## config.mk

```make
export PLATFORM = sky130hd
export DESIGN_NAME = uart_tx_arbiter
export DESIGN_NICKNAME = d
export VERILOG_FILES = /design/src/rtl/uart_tx_arbiter_pkg.sv /design/src/rtl/uart_tx_arbiter_rr_pick.sv /design/src/rtl/uart_tx_arbiter.sv
export SDC_FILE = /design/constraint.sdc
export NUM_CORES = 1
export LEC_CHECK = 0
export BUFFER_PORTS_ARGS = -buffer_cell sky130_fd_sc_hd__buf_2
export CAP_MARGIN = 20
export CORE_MARGIN = 2
export CORE_UTILIZATION = 25
export DETAILED_ROUTE_END_ITERATION = 10
export PLACE_DENSITY_LB_ADDON = 0.25
export SYNTH_ARGS = -nofsm -noshare
export SYNTH_HDL_FRONTEND = slang
export SYNTH_SLANG_ARGS = --single-unit
export TNS_END_PERCENT = 30
```

## constraint.sdc

```tcl
create_clock -name clk -period 1.9 [get_ports clk]
set_input_delay 0.38 -clock clk [delete_from_list [all_inputs] [get_ports clk]]
set_output_delay 0.38 -clock clk [all_outputs]
set_load 0.01 [all_outputs]
```

## src/rtl/uart_tx_arbiter_pkg.sv

```systemverilog
// Shared UART definitions: FSM state encodings and the default byte width.
// Also used by uart_tx and uart_rx, so the encodings must stay fixed.
package uart_tx_arbiter_pkg;

    localparam int UART_DATA_WIDTH = 8;

    typedef enum logic [1:0] {
        ST_IDLE      = 2'd0,
        ST_START     = 2'd1,
        ST_WAIT_BUSY = 2'd2,
        ST_WAIT_DONE = 2'd3
    } uart_state_e;

endpackage

```

## src/rtl/uart_tx_arbiter_rr_pick.sv

```systemverilog
// Combinational round-robin selector: first set req bit at or after rr_ptr.
// Also reused by the uart_rx consumer mux.
module uart_tx_arbiter_rr_pick #(
    parameter int NUM_REQ = 4,
    parameter int IW      = $clog2(NUM_REQ)
) (
    input  logic [NUM_REQ-1:0] req,
    input  logic [IW-1:0]      rr_ptr,
    output logic [IW-1:0]      grant,
    output logic               valid
);

    function automatic logic [IW-1:0] rot(
        input logic [IW-1:0] base,
        input int            k
    );
        int s;
        s = int'(base) + k;
        if (s >= NUM_REQ) begin
            s = s - NUM_REQ;
        end
        return IW'(s);
    endfunction

    // Scan from farthest to nearest so the closest hit to rr_ptr wins.
    always_comb begin
        grant = '0;
        valid = 1'b0;
        for (int k = NUM_REQ - 1; k >= 0; k--) begin
            if (req[rot(rr_ptr, k)]) begin
                grant = rot(rr_ptr, k);
                valid = 1'b1;
            end
        end
    end

endmodule

```

## src/rtl/uart_tx_arbiter.sv

```systemverilog
// Round-robin scheduler sharing one uart_tx between NUM_REQ byte producers.
// Tracks tx_busy for frame start/finish and aborts if uart_tx never starts.
module uart_tx_arbiter
    import uart_tx_arbiter_pkg::*;
#(
    parameter int NUM_REQ      = 4,
    parameter int DATA_WIDTH   = UART_DATA_WIDTH,
    parameter int BUSY_TIMEOUT = 16
) (
    input  logic                          clk,
    input  logic                          reset_n,
    input  logic [NUM_REQ-1:0]            req,
    input  logic [NUM_REQ*DATA_WIDTH-1:0] req_data,
    output logic [NUM_REQ-1:0]            ack,
    output logic [NUM_REQ-1:0]            done,
    output logic                          tx_start,
    output logic [DATA_WIDTH-1:0]         tx_data,
    input  logic                          tx_busy,
    output logic [$clog2(NUM_REQ)-1:0]    active_id,
    output logic                          busy,
    output logic                          err_timeout
);

    localparam int IW = $clog2(NUM_REQ);
    localparam int CW = $clog2(BUSY_TIMEOUT);
    localparam logic [CW-1:0] CNT_LAST = CW'(BUSY_TIMEOUT - 1);
    localparam logic [NUM_REQ-1:0] ONE_HOT0 = NUM_REQ'(1);

    uart_state_e           state_q, state_d;
    logic [IW-1:0]         rr_ptr_q, rr_ptr_d;
    logic [CW-1:0]         cnt_q, cnt_d;
    logic [IW-1:0]         active_id_q, active_id_d;
    logic [DATA_WIDTH-1:0] tx_data_q, tx_data_d;
    logic [NUM_REQ-1:0]    ack_q, ack_d;
    logic [NUM_REQ-1:0]    done_q, done_d;
    logic                  tx_start_q, tx_start_d;
    logic                  busy_q, busy_d;
    logic                  err_q, err_d;

    logic [IW-1:0]         pick_id;
    logic                  pick_valid;

    uart_tx_arbiter_rr_pick #(
        .NUM_REQ (NUM_REQ),
        .IW      (IW)
    ) u_rr_pick (
        .req    (req),
        .rr_ptr (rr_ptr_q),
        .grant  (pick_id),
        .valid  (pick_valid)
    );

    function automatic logic [IW-1:0] next_idx(input logic [IW-1:0] g);
        if (int'(g) == NUM_REQ - 1) begin
            return '0;
        end
        return g + IW'(1);
    endfunction

    always_comb begin
        state_d     = state_q;
        rr_ptr_d    = rr_ptr_q;
        cnt_d       = cnt_q;
        active_id_d = active_id_q;
        tx_data_d   = tx_data_q;
        ack_d       = '0;
        done_d      = '0;
        tx_start_d  = 1'b0;
        busy_d      = busy_q;
        err_d       = 1'b0;

        unique case (state_q)
            ST_IDLE: begin
                busy_d = 1'b0;
                if (pick_valid) begin
                    ack_d       = ONE_HOT0 << pick_id;
                    tx_data_d   = req_data[pick_id*DATA_WIDTH +: DATA_WIDTH];
                    active_id_d = pick_id;
                    tx_start_d  = 1'b1;
                    busy_d      = 1'b1;
                    state_d     = ST_START;
                end
            end
            ST_START: begin
                cnt_d   = '0;
                state_d = ST_WAIT_BUSY;
            end
            ST_WAIT_BUSY: begin
                if (tx_busy) begin
                    state_d = ST_WAIT_DONE;
                end else if (cnt_q == CNT_LAST) begin
                    // uart_tx never took the byte: drop it, move on.
                    err_d    = 1'b1;
                    rr_ptr_d = next_idx(active_id_q);
                    busy_d   = 1'b0;
                    state_d  = ST_IDLE;
                end else begin
                    cnt_d = cnt_q + CW'(1);
                end
            end
            ST_WAIT_DONE: begin
                if (!tx_busy) begin
                    done_d   = ONE_HOT0 << active_id_q;
                    rr_ptr_d = next_idx(active_id_q);
                    busy_d   = 1'b0;
                    state_d  = ST_IDLE;
                end
            end
        endcase
    end

    always_ff @(posedge clk or negedge reset_n) begin
        if (!reset_n) begin
            state_q     <= ST_IDLE;
            rr_ptr_q    <= '0;
            cnt_q       <= '0;
            active_id_q <= '0;
            tx_data_q   <= '0;
            ack_q       <= '0;
            done_q      <= '0;
            tx_start_q  <= 1'b0;
            busy_q      <= 1'b0;
            err_q       <= 1'b0;
        end else begin
            state_q     <= state_d;
            rr_ptr_q    <= rr_ptr_d;
            cnt_q       <= cnt_d;
            active_id_q <= active_id_d;
            tx_data_q   <= tx_data_d;
            ack_q       <= ack_d;
            done_q      <= done_d;
            tx_start_q  <= tx_start_d;
            busy_q      <= busy_d;
            err_q       <= err_d;
        end
    end

    assign ack         = ack_q;
    assign done        = done_q;
    assign tx_start    = tx_start_q;
    assign tx_data     = tx_data_q;
    assign active_id   = active_id_q;
    assign busy        = busy_q;
    assign err_timeout = err_q;

endmodule

```

==> results.py, run 1 <==
metrics = {
    "clock_tree": {
        "numCtsBuffers": 5,
        "numClockSinks": 29,
        "post-cts-setup-buffers": 0,
        "cts.htree.levels": 2,
        "clk_latency_ns": 0.28,
        "cts_tree": "yes",
        "holdBufCountCts": 0,
        "root_buffer": "clkbuf_8",
        "path_clk_slew_ns": 0.07,
        "clockBufferDepth": 2,
    },
    "min_path": {
        "worstHoldPathType": "input port to asynchronous set/reset pin",
    },
    "setup_path": {
        "critPathBufInv": 2,
        "r2r_start": "state_q[1]$_DFFE_PN0P_",
        "r2r_end": "tx_data[1]$_DFFE_PN0P_",
        "reg2reg_depth": 6,
        "cp_max_fo": 9,
        "max_stage_delay_ns": 0.37,
        "crit_chain": "inv_1, ha_1, or2b_2, buf_4, a2111oi_2, a211oi_2",
        "crit_family": "compound AO/OA/AOI/OAI gates",
        "r2r_setup_slack_ns": 0.13,
        "critPathArrivalTime_ns": 1.93,
        "cp_slowest_cell": "dfrtp_1",
        "crit_required_ns": 2.06,
        "cp-start-kind": "flip-flop",
        "end_kind": "flip-flop",
        "critPathKind": "flip-flop to flip-flop",
    },
    "global_routing": {
        "grt_pass1_wl_mm": 6.65,
        "antenna_found_initial": 0,
        "grt_pass1_vias": 1408,
        "grt_usage_pct": 11.6,
        "globalRouteOverflowTotal": 0,
        "grt_max_degree": 30,
    },
    "cells_and_area": {
        "final_cells": 311,
        "area_growth_pct": 33.5,
        "drive_gt1_share_pct": 45.5,
        "n_antenna_cell": 0,
        "layout.nets": 278,
    },
    "timing": {
        "worst_pin_slew_ns": 0.652,
        "relSlewSlack_pct": 56.6,
        "hold-worst-slack_ns": 0.123,
        "slew_violations": 0,
        "setup_viol": 0,
        "fmax_ghz": 0.564,
        "rsz0062_at_grt": "no",
        "period_minus_slack_ns": 1.77,
        "timing.setup.tns_ns": 0,
        "skew_ns": 0.00723,
        "finalHoldViolCount": 0,
        "timing.final.crit_share_pct": 93.2,
    },
    "synth": {
        "synthArstFlopShare_pct": 100,
        "synth_flop_cell": "dfrtp_1",
        "synth.distinct_cells": 38,
        "synth.cell_area_sq_mm": 0.00171,
        "yosys_warnings": 0,
        "synth-seq-cells": 29,
        "yosysMostFrequentCell": "dfrtp_1",
        "yosysSeqAreaShare_pct": 42.6,
        "synthCells": 157,
        "yosys-top-cells-area": "dfrtp_1 (43%), a2111oi_2 (7.0%), ha_1 (6.6%), a211oi_2 (5.9%), mux2i_1 (5.3%)",
        "synth_edf_count": 0,
        "yosys-top-cells-count": "dfrtp_1 (29), nor2_1 (13), nand2_1 (11)",
        "syn-num-nets": 205,
        "synth_area_per_cell_sq_um": 10.9,
        "yosysTopAreaCellShare_pct": 42.6,
        "yosysTopAreaCell": "dfrtp_1",
    },
    "floorplanning": {
        "num_rows": 30,
        "fp.coreArea_sq_mm": 0.00668,
        "fp.dieH_um": 86.6,
        "dieWidth_um": 86.6,
        "die_area_sq_mm": 0.00750,
        "start_util_pct": 25.5,
        "io-pin-count": 60,
    },
    "placed_design": {
        "gp_congestion": 0.687,
        "dp_hpwl_mm": 3.18,
        "numPortBuffers": 59,
        "dpl.cell_count": 303,
    },
    "drt": {
        "drt-pass1-iter-count": 4,
        "wl_mm": 4.22,
        "drc": 0,
        "drtIter0Drc": 50,
        "vias": 1456,
        "postRouteAntennaNets": 0,
        "viasPerCell": 4.68,
        "routedWlPerCell_um": 13.6,
    },
    "power": {
        "vdd_drop_max_uv": 563,
        "power_leakage_nw": 1.12,
        "power.density_mw_per_mm2": 1390,
    },
    "outcome": {
        "status": "finished, final reports clean",
    },
    "run": {
        "max-cap-violations": 0,
    },
}
[report_power, final]
group | switching (mW) | internal [mW] | leakage, nW
Sequential | 0.137 | 0.834 | 0.366
Clock | 0.240 | 0.327 | 0.0542
Combinational | 0.903 | 0.727 | 0.700
Total | 1.28 | 1.89 | 1.12
[through the flow]
step	setup slack [ns]	instance area, sq um	total power [mW]	utilization [%]
floorplan	0.170	1710	2.06	-
global placement	0.0915	2160	2.60	32.3
detailed placement	0.0592	2160	2.61	32.3
CTS	0.0539	2260	3.19	33.8
global route	0.0230	2280	3.41	34.1
finish	0.128	2280	3.17	34.1
[placed cells by master (no fill, tap or decap), drive strengths merged, types with 2 or more instances in the layout]
cell | netlist | routed
a2111oi | 8 | 8
a211oi | 8 | 8
a21boi | 8 | 8
a21o | 2 | 2
a21oi | 7 | 7
a22o | 3 | 3
a31oi | 2 | 2
and2 | 3 | 3
and3 | 6 | 6
buf | 6 | 73
clkbuf | 1 | 7
dfrtp | 29 | 29
ha | 9 | 9
inv | 9 | 9
mux2 | 3 | 3
mux2i | 9 | 9
nand2 | 11 | 11
nor2 | 13 | 13
nor3 | 3 | 3
o21ai | 4 | 4
[flip-flops by register name, indices dropped and copies added, names as in the netlist]
signal       cells
tx_start         1
cnt_q            4
rr_ptr_q         2
err_timeout      1
active_id        2
tx_data          8
state_q          2
busy             1
ack              4
done             4
[routing by layer]
metal,part of all wire [%],wire [um],global-route usage (%),up-vias
li1,-,-,-,718
met1,46,1920,15.5,698
met2,48,2010,17.6,33
met3,4.5,191,2.95,7
met4,2.0,85,5.54,0
met5,0,0,0,-
[logic make-up (layout without fill, tap and decap cells)]
logic type               Yosys count  after routing  share of synthesized area, %
flip-flops                        29             29                          42.6
adder cells (fa/ha/maj)            9              9                          6.60
AND/OR/NAND/NOR                   42             42                          12.3
XOR/XNOR                           2              2                          1.03
multiplexers                      12             12                          7.26
buffers and inverters             16             90                          4.70
AO/OA/AOI/OAI                     47             47                          25.6
[repair_timing]
item | 4_1_cts | 5_1_grt
resized for setup | 0 | 3
hold endpoints to repair | 0 | 0
endpoints found under the setup margin | 0 | 8
[area by class of cell]
cell class | count | area, sq um
clock buffer | 7 | 96.3
inverter | 9 | 33.8
fill | 710 | 4410
sequential | 29 | 726
timing repair buffer | 73 | 400
tap | 80 | 100
clock inverter | 1 | 5.00
multi-input combinational | 112 | 915
[how the worst max path moves through the flow]
stage | from | end | slack (ns) | cells past startpoint
2_1_floorplan | state_q[1]$_DFFE_PN0P_ | tx_data[2]$_DFFE_PN0P_ | 0.17 | 6
3_3_place_gp | req[0] | tx_data[4]$_DFFE_PN0P_ | 0.09 | 6
3_5_place_dp | state_q[1]$_DFFE_PN0P_ | tx_data[7]$_DFFE_PN0P_ | 0.06 | 6
4_1_cts | state_q[1]$_DFFE_PN0P_ | tx_data[6]$_DFFE_PN0P_ | 0.05 | 6
5_1_grt | state_q[1]$_DFFE_PN0P_ | tx_data[7]$_DFFE_PN0P_ | 0.02 | 6
6_report | state_q[1]$_DFFE_PN0P_ | tx_data[1]$_DFFE_PN0P_ | 0.13 | 6
(Power assumes the default switching activity.)
==> inputs of run 2 (changes only) <==
--- a/config.mk
+++ b/config.mk
@@ -5,8 +5,11 @@
 export SDC_FILE = /design/constraint.sdc
 export NUM_CORES = 1
 export LEC_CHECK = 0
+export ABC_AREA = 1
 export BUFFER_PORTS_ARGS = -buffer_cell sky130_fd_sc_hd__buf_2
 export CAP_MARGIN = 20
+export CELL_PAD_IN_SITES_DETAIL_PLACEMENT = 1
+export CELL_PAD_IN_SITES_GLOBAL_PLACEMENT = 1
 export CORE_MARGIN = 2
 export CORE_UTILIZATION = 25
 export DETAILED_ROUTE_END_ITERATION = 10
==> run 2 against run 1 <==
Net effect:
- area after synthesis grew 9.7%
- final cell count up 41%
- hold slack better by 0.011 ns
- largest cell class unchanged
- critical path type unchanged
- synthesized cell count is 71% higher
- die area is 9.2% higher
- non-clock buffer count fell by 4
- first-iteration DRC count shrank 26%
- combinational power is 90% higher
==> results.py, run 2 <==
metrics = {
    "clock_tree": {
        "holdBufCountCts": 0,
        "cts_tree": "yes",
        "path_clk_slew_ns": 0.07,
        "clk_latency_ns": 0.28,
        "cts.htree.levels": 2,
        "root_buffer": "clkbuf_8",
        "clockBufferDepth": 2,
        "numClockSinks": 29,
        "numCtsBuffers": 5,
    },
    "floorplanning": {
        "dieWidth_um": 90.5,
        "num_rows": 31,
        "fp.coreArea_sq_mm": 0.00725,
        "fp.dieH_um": 90.5,
        "io-pin-count": 60,
        "start_util_pct": 25.8,
        "die_area_sq_mm": 0.00819,
    },
    "power": {
        "power.density_mw_per_mm2": 1830,
        "vdd_drop_max_uv": 555,
        "power_leakage_nw": 1.52,
        "total_power_mw": 4.69,
    },
    "placed_design": {
        "numPortBuffers": 59,
        "dp_hpwl_mm": 3.94,
        "gp_congestion": 0.798,
        "place_ws_ns": -0.0133,
    },
    "synth": {
        "yosysMostFrequentCell": "nand2_1",
        "synth-seq-cells": 29,
        "synthArstFlopShare_pct": 100,
        "synth_edf_count": 0,
        "yosys_warnings": 0,
        "yosysTopAreaCell": "dfrtp_1",
        "yosysTopAreaCellShare_pct": 38.8,
        "synth_flop_cell": "dfrtp_1",
        "synthCells": 268,
        "syn-num-nets": 316,
        "yosys-top-cells-area": "dfrtp_1 (39%), nand2_1 (16%), nand3_1 (12%), inv_1 (11%), ha_1 (6.0%)",
        "synth_area_per_cell_sq_um": 6.98,
        "yosys-top-cells-count": "nand2_1 (82), inv_1 (53), nand3_1 (46)",
        "synth.cell_area_sq_mm": 0.00187,
        "yosysSeqAreaShare_pct": 38.8,
        "synth.distinct_cells": 26,
    },
    "setup_path": {
        "cp_max_fo": 8,
        "critPathKind": "flip-flop to flip-flop",
        "cpMostUsedCell": "nand2_1",
        "crit_chain": "buf_6, nand2_1, o21ai_2, nand2_2, nand3_4, nand2_2, nand2_8, clkbuf_16, nand3_1, nand3_1, nand2_1, nand2_1, nand2_1",
        "cp-start-kind": "flip-flop",
        "critPathArrivalTime_ns": 1.98,
        "crit_family": "simple AND/OR/NAND/NOR gates",
        "end_kind": "flip-flop",
        "crit_required_ns": 2.08,
        "critPathBufInv": 2,
        "max_stage_delay_ns": 0.44,
        "cp_slowest_cell": "dfrtp_2",
    },
    "outcome": {
        "status": "finished, final reports clean",
    },
    "timing": {
        "period_minus_slack_ns": 1.80,
        "setup_viol": 0,
        "skew_ns": 0.0132,
        "relSlewSlack_pct": 55.3,
        "setup_slack_ns": 0.104,
        "rsz0062_at_grt": "yes",
        "fmax_ghz": 0.557,
        "worst_pin_slew_ns": 0.671,
        "timing.final.crit_share_pct": 94.5,
        "finalHoldViolCount": 0,
        "slew_violations": 0,
    },
    "min_path": {
        "worstHoldPathType": "input port to asynchronous set/reset pin",
    },
    "drt": {
        "wl_met1_mm": 2.62,
        "routed.top_layer": "met4",
        "vias": 1878,
        "wl_mm": 5.45,
        "routedWlPerCell_um": 12.4,
        "met3WireLength_um": 242,
        "drt-pass1-iter-count": 4,
        "met2_length_mm": 2.54,
        "postRouteAntennaNets": 0,
        "viasPerCell": 4.28,
        "drtIter0Drc": 37,
        "drc": 0,
    },
    "global_routing": {
        "grt_pass1_vias": 1858,
        "antenna_found_initial": 0,
        "grt_pass1_wl_mm": 8.88,
        "grt_max_degree": 30,
        "grt_usage_pct": 13.3,
        "globalRouteOverflowTotal": 0,
    },
    "cells_and_area": {
        "layout_common_cells": "nand2_1 (78), buf_2 (59), inv_1 (52), nand3_1 (43), dfrtp_1 (28)",
        "multi_input_area_sq_um": 968,
        "n_antenna_cell": 0,
        "largest_reg_flops": 8,
        "final_common_cell": "nand2_1",
        "fillers": 940,
        "drive_gt1_share_pct": 29.1,
        "layout.nets": 387,
        "seq_area_sq_um": 727,
        "area_growth_pct": 36.9,
    },
    "run": {
        "max-cap-violations": 0,
    },
}
run 2: cell count changes after synthesis, sizes merged, moves of 3 or more:
cell / delta
and2: -3
a2111oi: -8
mux2: -3
nand2: +75
a22o: -3
a211oi: -8
o21ai: +5
a21boi: -8
mux2i: -9
nand3: +47
inv: +46
and3: -5
run 2: worst paths after layout:
path | to | from | slack, ns | depth (start not counted)
worst max-delay path | tx_data[4]$_DFFE_PN0P_ | rr_ptr_q[0]$_DFFE_PN0P_ | 0.10 | 13
worst min-delay path | ack[2]$_DFF_PN0_ | reset_n | 0.13 | 1
worst max register to register | tx_data[4]$_DFFE_PN0P_ | rr_ptr_q[0]$_DFFE_PN0P_ | 0.10 | 13
worst min register to register | tx_data[3]$_DFFE_PN0P_ | tx_data[3]$_DFFE_PN0P_ | 0.48 | 2
max in group asynchronous | rr_ptr_q[0]$_DFFE_PN0P_ | reset_n | 1.29 | 1
min in group clk | err_timeout$_DFF_PN0_ | tx_busy | 0.35 | 2
run 2: worst reg2reg max path: stages, from the launching register on:
cell	delay, ns
dfrtp_2	0.44
buf_6	0.14
nand2_1	0.07
o21ai_2	0.10
nand2_2	0.13
nand3_4	0.11
nand2_2	0.09
nand2_8	0.14
clkbuf_16	0.17
nand3_1	0.07
nand3_1	0.09
nand2_1	0.06
nand2_1	0.05
nand2_1	0.05
run 2: cells by family after synthesis:
logic type,Yosys count,share of synthesized area (%)
AOI/OAI and AO/OA,17,5.02
and+or+nand+nor,150,35.8
adders and majority gates,9,6.02
buffers and inverters,61,13.4
DFF,29,38.8
xor gates and xnor gates,2,0.937
run 2: power by group:
group / switching, mW / internal (mW)
clock: 0.242 / 0.327
sequential: 0.184 / 0.854
combinational: 1.87 / 1.22
total: 2.30 / 2.40
run 2: area by class of cell:
type	instances	area share, %
tap	99	4.84
clock inverter	1	0.195
inverter	55	8.06
clock buffer	7	3.76
sequential	29	28.4
multi-input combinational	179	37.8
timing repair buffer	69	17.0
run 2: metrics by stage:
stage                     cell area (sq um)  std cells  util (%)  hold WS [ns]  TNS (ns)
after CTS                              2410        433      33.3         0.164         0
after detailed placement               2310        425      31.8         0.470   -0.0133
final                                  2560        439      35.3         0.134         0
after global routing                   2560        439      35.3         0.191    -0.194
after global placement                 2310        425      31.8         0.466         0
after floorplan                        1870        268         -        0.0844         0
run 2: routing by layer:
metal / up-vias / global-route usage [%]
met5: - / 0
met3: 6 / 2.92
met2: 51 / 21.1
li1: 967 / -
met1: 854 / 18.4
met4: 0 / 3.08
run 2: what timing repair did:
action                                  CTS  global route
pin swaps                                 0             4
cloned                                    0             3
resized for setup                         2            16
endpoints found under the setup margin    8             9
setup buffers                             0             3
==> inputs of run 3 (changes only) <==
--- a/config.mk
+++ b/config.mk
@@ -6,7 +6,7 @@
 export NUM_CORES = 1
 export LEC_CHECK = 0
 export ABC_AREA = 1
-export BUFFER_PORTS_ARGS = -buffer_cell sky130_fd_sc_hd__buf_2
+export BUFFER_PORTS_ARGS = -buffer_cell sky130_fd_sc_hd__clkbuf_2
 export CAP_MARGIN = 20
 export CELL_PAD_IN_SITES_DETAIL_PLACEMENT = 1
 export CELL_PAD_IN_SITES_GLOBAL_PLACEMENT = 1
==> run 3 against run 2 <==
Net effect:
- hold slack worse by 0.026 ns
- critical path type unchanged
- design area decreased by 0.15%
- global-route usage hardly changed
- worst setup slack worse by 0.024 ns
- non-clock buffer count rose by 1
==> results.py, run 3 (synthesis results as in run 2) <==
metrics = {
    "timing": {
        "worst_pin_slew_ns": 0.388,
        "setup_slack_ns": 0.0800,
        "fmax_ghz": 0.549,
        "setup_viol": 0,
        "finalHoldViolCount": 0,
        "timing.setup.tns_ns": 0,
        "skew_ns": 0.0114,
        "timing.final.crit_share_pct": 95.8,
        "relSlewSlack_pct": 74.1,
        "slew_violations": 0,
        "period_minus_slack_ns": 1.82,
    },
    "cells_and_area": {
        "area_growth_pct": 36.7,
        "layout_common_cells": "nand2_1 (76), clkbuf_2 (59), inv_1 (52), nand3_1 (45), dfrtp_1 (28)",
        "n_antenna_cell": 0,
        "final_util_pct": 35.3,
        "final_cells": 440,
        "largest_reg_flops": 8,
        "final_common_cell": "nand2_1",
        "drive_gt1_share_pct": 29.6,
        "layout.nets": 388,
    },
    "global_routing": {
        "grt_pass1_vias": 1891,
        "grt_pass1_wl_mm": 8.96,
        "grt_usage_pct": 13.3,
        "use_met3_pct": 3.26,
        "busiest_layer": "met2",
        "grt_max_degree": 30,
        "met1_usage_pct": 17.7,
        "antenna_found_initial": 0,
        "grtUsageMet2_pct": 21.8,
        "globalRouteOverflowTotal": 0,
    },
    "clock_tree": {
        "cts.htree.levels": 2,
        "root_buffer": "clkbuf_8",
        "numCtsBuffers": 5,
        "clockBufferDepth": 2,
        "numClockSinks": 29,
        "cts_tree": "yes",
        "path_clk_slew_ns": 0.07,
        "holdBufCountCts": 0,
        "clk_latency_ns": 0.28,
    },
    "drt": {
        "wl_mm": 5.48,
        "vias": 1851,
        "drt-pass1-iter-count": 4,
        "postRouteAntennaNets": 0,
        "viasPerCell": 4.21,
        "drc": 0,
        "routedWlPerCell_um": 12.5,
        "drtIter0Drc": 38,
    },
    "floorplanning": {
        "start_util_pct": 25.8,
        "fp.dieH_um": 90.5,
        "fp.coreArea_sq_mm": 0.00725,
        "dieWidth_um": 90.5,
        "num_rows": 31,
        "io-pin-count": 60,
        "die_area_sq_mm": 0.00819,
    },
    "placed_design": {
        "numPortBuffers": 59,
        "dpl.cell_count": 426,
        "gp_congestion": 0.807,
        "place_ws_ns": -0.0569,
        "dp_hpwl_mm": 3.96,
    },
    "run": {
        "max-cap-violations": 0,
    },
    "setup_path": {
        "crit_required_ns": 2.08,
        "cp_max_fo": 8,
        "r2r_end": "tx_data[4]$_DFFE_PN0P_",
        "r2r_setup_slack_ns": 0.08,
        "end_kind": "flip-flop",
        "crit_start": "rr_ptr_q[0]$_DFFE_PN0P_",
        "reg2reg_depth": 12,
        "critPathArrivalTime_ns": 2.00,
        "endpoint": "tx_data[4]$_DFFE_PN0P_",
        "critPathKind": "flip-flop to flip-flop",
        "r2r_start": "rr_ptr_q[0]$_DFFE_PN0P_",
        "cp-start-kind": "flip-flop",
    },
    "outcome": {
        "status": "finished, final reports clean",
    },
    "power": {
        "vdd_drop_max_uv": 524,
        "power_leakage_nw": 1.52,
        "total_power_mw": 4.67,
        "power.density_mw_per_mm2": 1820,
    },
    "min_path": {
        "worstHoldPathType": "input port to asynchronous set/reset pin",
    },
}
[run 3: cell count changes in the layout (fill, tap and decap cells not counted)]
cell      previous run  this run
nand2_4              1         2
nor2_1              11        10
buf_4                5         6
nand3_1             43        45
nand2_1             78        76
clkbuf_2             0        59
nand2_8              2         1
buf_2               59         0
nand3_2              3         1
nand2_2              6         8
nor2_2               2         3
[run 3: power by group]
group / switching, mW / total, mW / internal (mW)
sequential: 0.188 / 1.04 / 0.855
combinational: 1.86 / 3.06 / 1.20
clock: 0.242 / 0.569 / 0.327
[run 3: how the worst min path moves through the flow]
stage	start	end	slack (ns)	depth (start not counted)
after floorplan	reset_n	ack[0]$_DFF_PN0_	0.08	0
final	reset_n	ack[2]$_DFF_PN0_	0.11	2
after CTS	reset_n	tx_data[0]$_DFFE_PN0P_	0.12	2
after detailed placement	reset_n	done[1]$_DFF_PN0_	0.43	2
after global placement	reset_n	done[0]$_DFF_PN0_	0.42	2
after global routing	reset_n	tx_data[2]$_DFFE_PN0P_	0.14	2
[run 3: metal layers]
layer / part of all wire, % / up-vias
met1: 49 / 834
met4: 0.78 / 0
met2: 46 / 47
li1: - / 965
met5: 0 / -
met3: 4.7 / 5
[run 3: final cells by class]
cell class,count,area [sq um]
fillers,951,4700
multi-input cells,179,957
flip-flops and latches,29,727
repair buffers,70,442
inverters,55,206
well taps,99,124
clock buffers,7,96.3
clock inverters,1,5.00
[run 3: worst max-delay path: stages, from the launching register on]
cell       delay (ns)
dfrtp_2          0.46
buf_6            0.15
nand2_2          0.10
nand3_1          0.12
nand2_2          0.11
nand3_4          0.08
nand3_4          0.17
clkbuf_16        0.19
nand3_1          0.07
nand3_1          0.09
nand2_1          0.07
nand2_1          0.05
nand2_1          0.05
[run 3: what timing repair did]
item / CTS / global route
pin swaps: 0 / 3
endpoints found under the setup margin: 8 / 10
gates cloned: 0 / 3
gates resized for setup: 2 / 17
buffers inserted: 0 / 3
[run 3: metrics by stage]
| stage | hold WS, ns | instance area, sq um |
|---|---|---|
| floorplan | 0.0844 | 1870 |
| global placement | 0.420 | 2310 |
| detailed placement | 0.429 | 2310 |
| CTS | 0.118 | 2420 |
| global route | 0.141 | 2560 |
| finish | 0.108 | 2560 |
